File: config.mk
export PLATFORM = sky130hd
export DESIGN_NAME = conv3x3_stage
export DESIGN_NICKNAME = d
export VERILOG_FILES = /design/src/rtl/cnn_pkg.sv /design/src/rtl/line_buffer.sv /design/src/rtl/conv3x3_stage.sv
export SDC_FILE = /design/constraint.sdc
export NUM_CORES = 2
export LEC_CHECK = 0
export CAP_MARGIN = 20
export CORE_ASPECT_RATIO = 1.1
export CORE_MARGIN = 2
export CORE_UTILIZATION = 39
export DETAILED_ROUTE_END_ITERATION = 7
export GPL_ROUTABILITY_DRIVEN = 0
export HOLD_SLACK_MARGIN = 0.15
export PLACE_DENSITY = 0.55
export SYNTH_ARGS = -nofsm -noshare
export SYNTH_HDL_FRONTEND = slang
export SYNTH_SLANG_ARGS = --single-unit
File: constraint.sdc
create_clock -name clk -period 6.75 [get_ports clk]
set_input_delay 1.35 -clock clk [delete_from_list [all_inputs] [get_ports clk]]
set_output_delay 1.35 -clock clk [all_outputs]
set_load 0.01 [all_outputs]
File: src/rtl/cnn_pkg.sv
// Shared constants for the CNN stages: default frame/arith sizes, FSM encoding
// and row-major 3x3 coefficient indices (k[r][c] = 3r+c).
package cnn_pkg;
    localparam int IMG_W_D  = 28;
    localparam int IMG_H_D  = 28;
    localparam int PIX_W_D  = 8;
    localparam int COEF_W_D = 8;
    localparam int ACC_W_D  = 20;
    localparam int NUM_TAPS = 9;

    typedef enum logic [1:0] {IDLE, RUN, FLUSH, DONE} state_t;

    localparam logic [3:0] K00 = 4'd0, K01 = 4'd1, K02 = 4'd2;
    localparam logic [3:0] K10 = 4'd3, K11 = 4'd4, K12 = 4'd5;
    localparam logic [3:0] K20 = 4'd6, K21 = 4'd7, K22 = 4'd8;
    localparam logic [3:0] K_LAST = K22;
endpackage

File: src/rtl/line_buffer.sv
// One image row of pixel history: read-before-write at the column address, so
// dout is the pixel written one row earlier at the same column.
module line_buffer #(
    parameter int DEPTH = 28,
    parameter int W     = 8
) (
    input  logic                     clk,
    input  logic                     en,
    input  logic [$clog2(DEPTH)-1:0] addr,
    input  logic [W-1:0]             din,
    output logic [W-1:0]             dout
);
    logic [W-1:0] mem [DEPTH];

    assign dout = mem[addr];

    always_ff @(posedge clk) begin
        if (en) mem[addr] <= din;
    end
endmodule

File: src/rtl/conv3x3_stage.sv
// Streaming 3x3 valid-region convolution with a 2-cycle MAC pipe and frame FSM.
// Optional macro CONV_RELU_EN clamps negative results to zero in the output stage.
module conv3x3_stage
    import cnn_pkg::*;
#(
    parameter int IMG_W  = IMG_W_D,
    parameter int IMG_H  = IMG_H_D,
    parameter int PIX_W  = PIX_W_D,
    parameter int COEF_W = COEF_W_D,
    parameter int ACC_W  = ACC_W_D
) (
    input  logic              clk,
    input  logic              rst,
    input  logic              go,
    input  logic              pix_valid,
    input  logic [PIX_W-1:0]  pix_in,
    input  logic              coef_wr,
    input  logic [3:0]        coef_addr,
    input  logic [COEF_W-1:0] coef_data,
    output logic              busy,
    output logic              out_valid,
    output logic [ACC_W-1:0]  out_data,
    output logic              done
);
    localparam int CW     = $clog2(IMG_W);
    localparam int RW     = $clog2(IMG_H);
    localparam int PRW    = PIX_W + COEF_W + 1;
    localparam int STAGES = 2;

    state_t                         state;
    logic [CW-1:0]                  col;
    logic [RW-1:0]                  row;
    logic [NUM_TAPS-1:0][COEF_W-1:0] coef;
    logic [2:0][2:0][PIX_W-1:0]     win, nwin;
    logic [2:0][PIX_W-1:0]          new_col;
    logic [PIX_W-1:0]               up1, up2;
    logic [NUM_TAPS-1:0][PRW-1:0]   prod_c, prod;
    logic [STAGES:1]                vld_q;
    logic [STAGES:0]                vld_pipe;
    logic signed [ACC_W-1:0]        acc, res;
    logic                           accept, last_pix, tap;

    assign accept   = pix_valid && (state == RUN);
    assign last_pix = accept && (row == RW'(IMG_H-1)) && (col == CW'(IMG_W-1));
    assign tap      = accept && (row >= RW'(2)) && (col >= CW'(2));
    assign vld_pipe = {vld_q, tap};
    assign out_valid = vld_pipe[STAGES];

    // lb0 holds row r-1, lb1 holds row r-2; lb1 is fed from lb0's old word
    line_buffer #(.DEPTH(IMG_W), .W(PIX_W)) u_lb0 (
        .clk(clk), .en(accept), .addr(col), .din(pix_in), .dout(up1));
    line_buffer #(.DEPTH(IMG_W), .W(PIX_W)) u_lb1 (
        .clk(clk), .en(accept), .addr(col), .din(up1), .dout(up2));

    // window row 0 is the oldest line, col 2 is the column being accepted now
    always_comb begin
        new_col = {pix_in, up1, up2};
        nwin    = win;
        for (int i = 0; i < 3; i++) begin
            nwin[i][0] = win[i][1];
            nwin[i][1] = win[i][2];
            nwin[i][2] = new_col[i];
        end
    end

    always_comb begin
        prod_c = '0;
        for (int t = 0; t < NUM_TAPS; t++)
            prod_c[t] = PRW'($signed({1'b0, nwin[t/3][t%3]})) * PRW'($signed(coef[t]));
    end

    always_comb begin
        acc = '0;
        for (int t = 0; t < NUM_TAPS; t++)
            acc = acc + ACC_W'($signed(prod[t]));
`ifdef CONV_RELU_EN
        res = acc[ACC_W-1] ? '0 : acc;
`else
        res = acc;
`endif
    end

    always_ff @(posedge clk) begin
        if (accept) win <= nwin;
        prod <= prod_c;
    end

    always_ff @(posedge clk) begin
        if (rst) begin
            vld_q    <= '0;
            out_data <= '0;
        end else begin
            vld_q <= vld_pipe[STAGES-1:0];
            if (vld_pipe[STAGES-1]) out_data <= res;
        end
    end

    always_ff @(posedge clk) begin
        if (rst) begin
            col <= '0;
            row <= '0;
        end else if (accept) begin
            if (col == CW'(IMG_W-1)) begin
                col <= '0;
                row <= (row == RW'(IMG_H-1)) ? '0 : row + 1'b1;
            end else begin
                col <= col + 1'b1;
            end
        end
    end

    always_ff @(posedge clk) begin
        if (rst) coef <= '0;
        else if (state == IDLE && coef_wr && coef_addr <= K_LAST) coef[coef_addr] <= coef_data;
    end

    always_ff @(posedge clk) begin
        if (rst) begin
            state <= IDLE;
            busy  <= 1'b0;
            done  <= 1'b0;
        end else begin
            case (state)
                IDLE: if (go) begin
                    state <= RUN;
                    busy  <= 1'b1;
                end
                RUN: if (last_pix) state <= FLUSH;
                // leave once only the output stage still holds a result
                FLUSH: if (!(|vld_pipe[STAGES-1:1])) begin
                    state <= DONE;
                    done  <= 1'b1;
                end
                DONE: begin
                    state <= IDLE;
                    busy  <= 1'b0;
                    done  <= 1'b0;
                end
                default: state <= IDLE;
            endcase
        end
    end
endmodule

==> summary.txt <==
Die
  • Die Wd: about 340 um
  • Core box area: about 130000 um^2
  • Height of the chip: about 380 um
  • Starting Density: approximately 39%
  • Total Die Area: about 130000 um^2
  • Row count: between 100 and 150
  • IO Pins: 48

Synth
  • Most common cell in the synthesized netlist: inv_1
  • Yosys warns: 0
  • Register area share after synthesis: 40.6%
  • Post-Syn Nets: ~5000
  • #FFs+latches synth: ~760
  • Dominant synthesized flop cell: edfxtp_1
  • Area share of the largest cell type after synthesis: around 30%
  • Synth async-reset ratio: 0%
  • Cell Area, Synth: about 50000 um^2
  • Cell variety after synth: between 70 and 80
  • Number of synthesized flops with an enable pin: approximately 500
  • List of most frequent post-synthesis cells: inv_1, edfxtp_1, fa_1, ha_1, and2_1
  • Mean Syn Cell Area: about 12 um^2
  • Post-Synthesis Cells: 4087
  • Synth area leaders: edfxtp_1, fa_1, dfxtp_1, ha_1, inv_1
  • Yosys top cell by area: edfxtp_1

STA
  • RSZ-0062 raised after global routing: false
  • Hold_ws: slightly below 500 ps
  • Crit path time final: about 6400 ps
  • FMAX: 157 MHz
  • Worst-Margin Slew: ~1100 ps
  • Hold Vio Cnt, Final: 0
  • Setup TNS: 0 ps
  • Period Utilization, post-route: roughly 94%
  • Slew Viols, Final: 0
  • Endpoints failing setup: 0
  • Final clock skew: about 46 ps
  • Slew HR: roughly a quarter

Clock network
  • CTS Hold Buffers Added: 0
  • CTS tree: yes
  • Postcts setup bufs: 0
  • Deepest clock path buffer count: 3
  • H-tree levels: 3
  • Clock Latency Late Sink: between 600 and 700 ps
  • Clock slew seen by the registers of the worst setup and hold paths: 60 ps
  • CTS resizes: 0
  • Clock Sinks: 762
  • Num CTS Buffers: about 90
  • Root buffer cell: clkbuf_16

Final layout
  • # fillers: about 12000
  • Layout cells sized above 1: ~8%
  • Synthesis-to-layout area growth: 11.7%
  • Register Area: between 20000 and 25000 um^2
  • Multi-input logic area: about 27000 um^2
  • Final #Nets: 5127
  • Non-filler cells, final: ~6000
  • Design area: roughly 56000 um^2

Run
  • Max-cap viol count: 0

Route
  • First-pass DRT Iterations: 5
  • Via/cell ratio: between 5 and 6
  • Avg WL per Cell: between 20 and 25 um
  • Routed Antenna Nets: 0
  • Routed vias: between 30000 and 40000
  • DR iter-0 viols: between 1500 and 2000
  • Post-Route WL: between 100000 and 150000 um
  • DR DRC count: 0

Pwr
  • VDD IR-drop max: about 0.00019 V
  • Leak: 24.0 nW
  • PD cells: 221 nW/um^2
  • Total power: about 12 mW

Place
  • Placed inst area: between 50000 and 60000 um^2
  • Placed cell count: roughly 5800
  • Detailed Place HPWL: just over 90000 um
  • Port Buf Inserts: 47

Worst setup path
  • Crit-path cells: buf_12 > buf_16 > mux4_2 > mux2i_1 > o221ai_2 > buf_4 > and2_1 > fa_1 > fa_1 > inv_1 > fa_1 > fa_1 > inv_1 > ha_1 > a21oi_1 > o21bai_1 > a311oi_1 > nor2_1 > o311ai_0
  • Critical Path Sink Type: flop
  • Arrival @ worst endpoint: about 7000 ps
  • CP Data Required Time: ~7300 ps
  • Startpoint Class: flop
  • Slowest stage delay, CP: 540 ps
  • FF-to-FF path depth: 19
  • R2r setup slk: 390 ps
  • Critical path class: reg2reg
  • CP max stage cell: mux4_2
  • Reg2Reg Capture Point: prod[99]
  • CP Max Fanout: 37
  • Cell mode on critical path: fa_1

GRT
  • Vias in the first global route: 32360
  • Initial antenna violation count: 5
  • Gr ovfl total: 0
  • Total Routing Usage GR: 20.0%
  • Largest net degree at the start of global routing: 58
  • First-pass GRT wire length: slightly below 200000 um

Hold path
  • Hold Crit Start: out_data[12]
  • Hold Crit Endpoint: out_data[12]
  • Hold Crit Class: reg2reg
  • Min-Delay Path Depth: 2

Run status
  • Status: finished, final reports clean
[logic make-up after synthesis]
logic type | Yosys count | share of synthesized area [%]
muxes | 251 | 7.99
xor gates and xnor gates | 102 | 1.79
adders and majority gates | 871 | 28.7
buffers and inverters | 719 | 5.66
and+or+nand+nor | 1067 | 10.9
DFF | 762 | 40.6
AOI/OAI and AO/OA | 315 | 4.33
[per-stage QoR]
step           utilization [%]  setup slack [ps]
2_1_floorplan                -               331
3_3_place_gp              41.6               410
3_5_place_dp              41.6               336
4_1_cts                   43.9               337
5_1_grt                   43.9              13.0
6_report                  43.9               393
[sequential cells by signal, indices dropped and copies added, names as in the netlist, named ones only]
| signal | flops |
|---|---|
| busy | 1 |
| out_data | 20 |
| coef | 72 |
| state | 2 |
| row | 5 |
| done | 1 |
| prod | 153 |
| u_lb1.mem | 224 |
| u_lb0.mem | 224 |
| nwin | 48 |
| col | 5 |
| vld_q | 2 |
[power by group]
part | switching, mW | internal, mW | total (mW)
combinational | 1.15 | 0.735 | 1.88
clock | 2.02 | 2.84 | 4.86
sequential | 0.262 | 5.25 | 5.52
total | 3.43 | 8.83 | 12.3
[critical path, delay by kind of cell (launching register included)]
family | cells | cell delay [ps]
fa+ha+maj | 5 | 2220
compound gates | 5 | 1360
buf+inv | 5 | 960
mux | 2 | 730
flops | 1 | 530
simple gates | 2 | 330
[cell type report]
| cell class | count | area share (%) |
|---|---|---|
| inverter | 640 | 4.32 |
| multi-input combinational | 2606 | 48.1 |
| timing repair buffer | 133 | 2.13 |
| tap | 1668 | 3.75 |
| clock inverter | 48 | 1.04 |
| sequential | 762 | 36.4 |
| antenna | 1 | 0.00450 |
| clock buffer | 116 | 4.24 |
[metal layers]
metal,part of all wire (%),vias up,global-route usage (%)
met5,0,-,0
met4,3.6,0,6.91
met3,4.1,175,2.46
met2,48,627,33.8
met1,44,15489,26.6
li1,-,14063,-
[layout by cell type (no fill, tap or decap), types with 81 or more instances in the layout]
cell and count:
inv_1 638, edfxtp_1 496, fa_1 454, ha_1 417, and2_1 336, nand2_1 288
dfxtp_1 263, nor2_1 205, mux2i_1 134, mux4_2 97, a21oi_1 91, clkbuf_16 90
buf_4 81
[worst max path at each step]
| stage | depth (start not counted) | endpoint | slack (ps) | start |
|---|---|---|---|---|
| after CTS | 19 | prod[99] | 340 | flop |
| after detailed placement | 19 | prod[99] | 340 | flop |
| after global placement | 19 | prod[99] | 410 | flop |
| after floorplan | 19 | prod[98] | 330 | flop |
| after global routing | 19 | prod[99] | 10 | flop |
| final | 19 | prod[99] | 390 | flop |
Power figures use the tool's default switching activity.
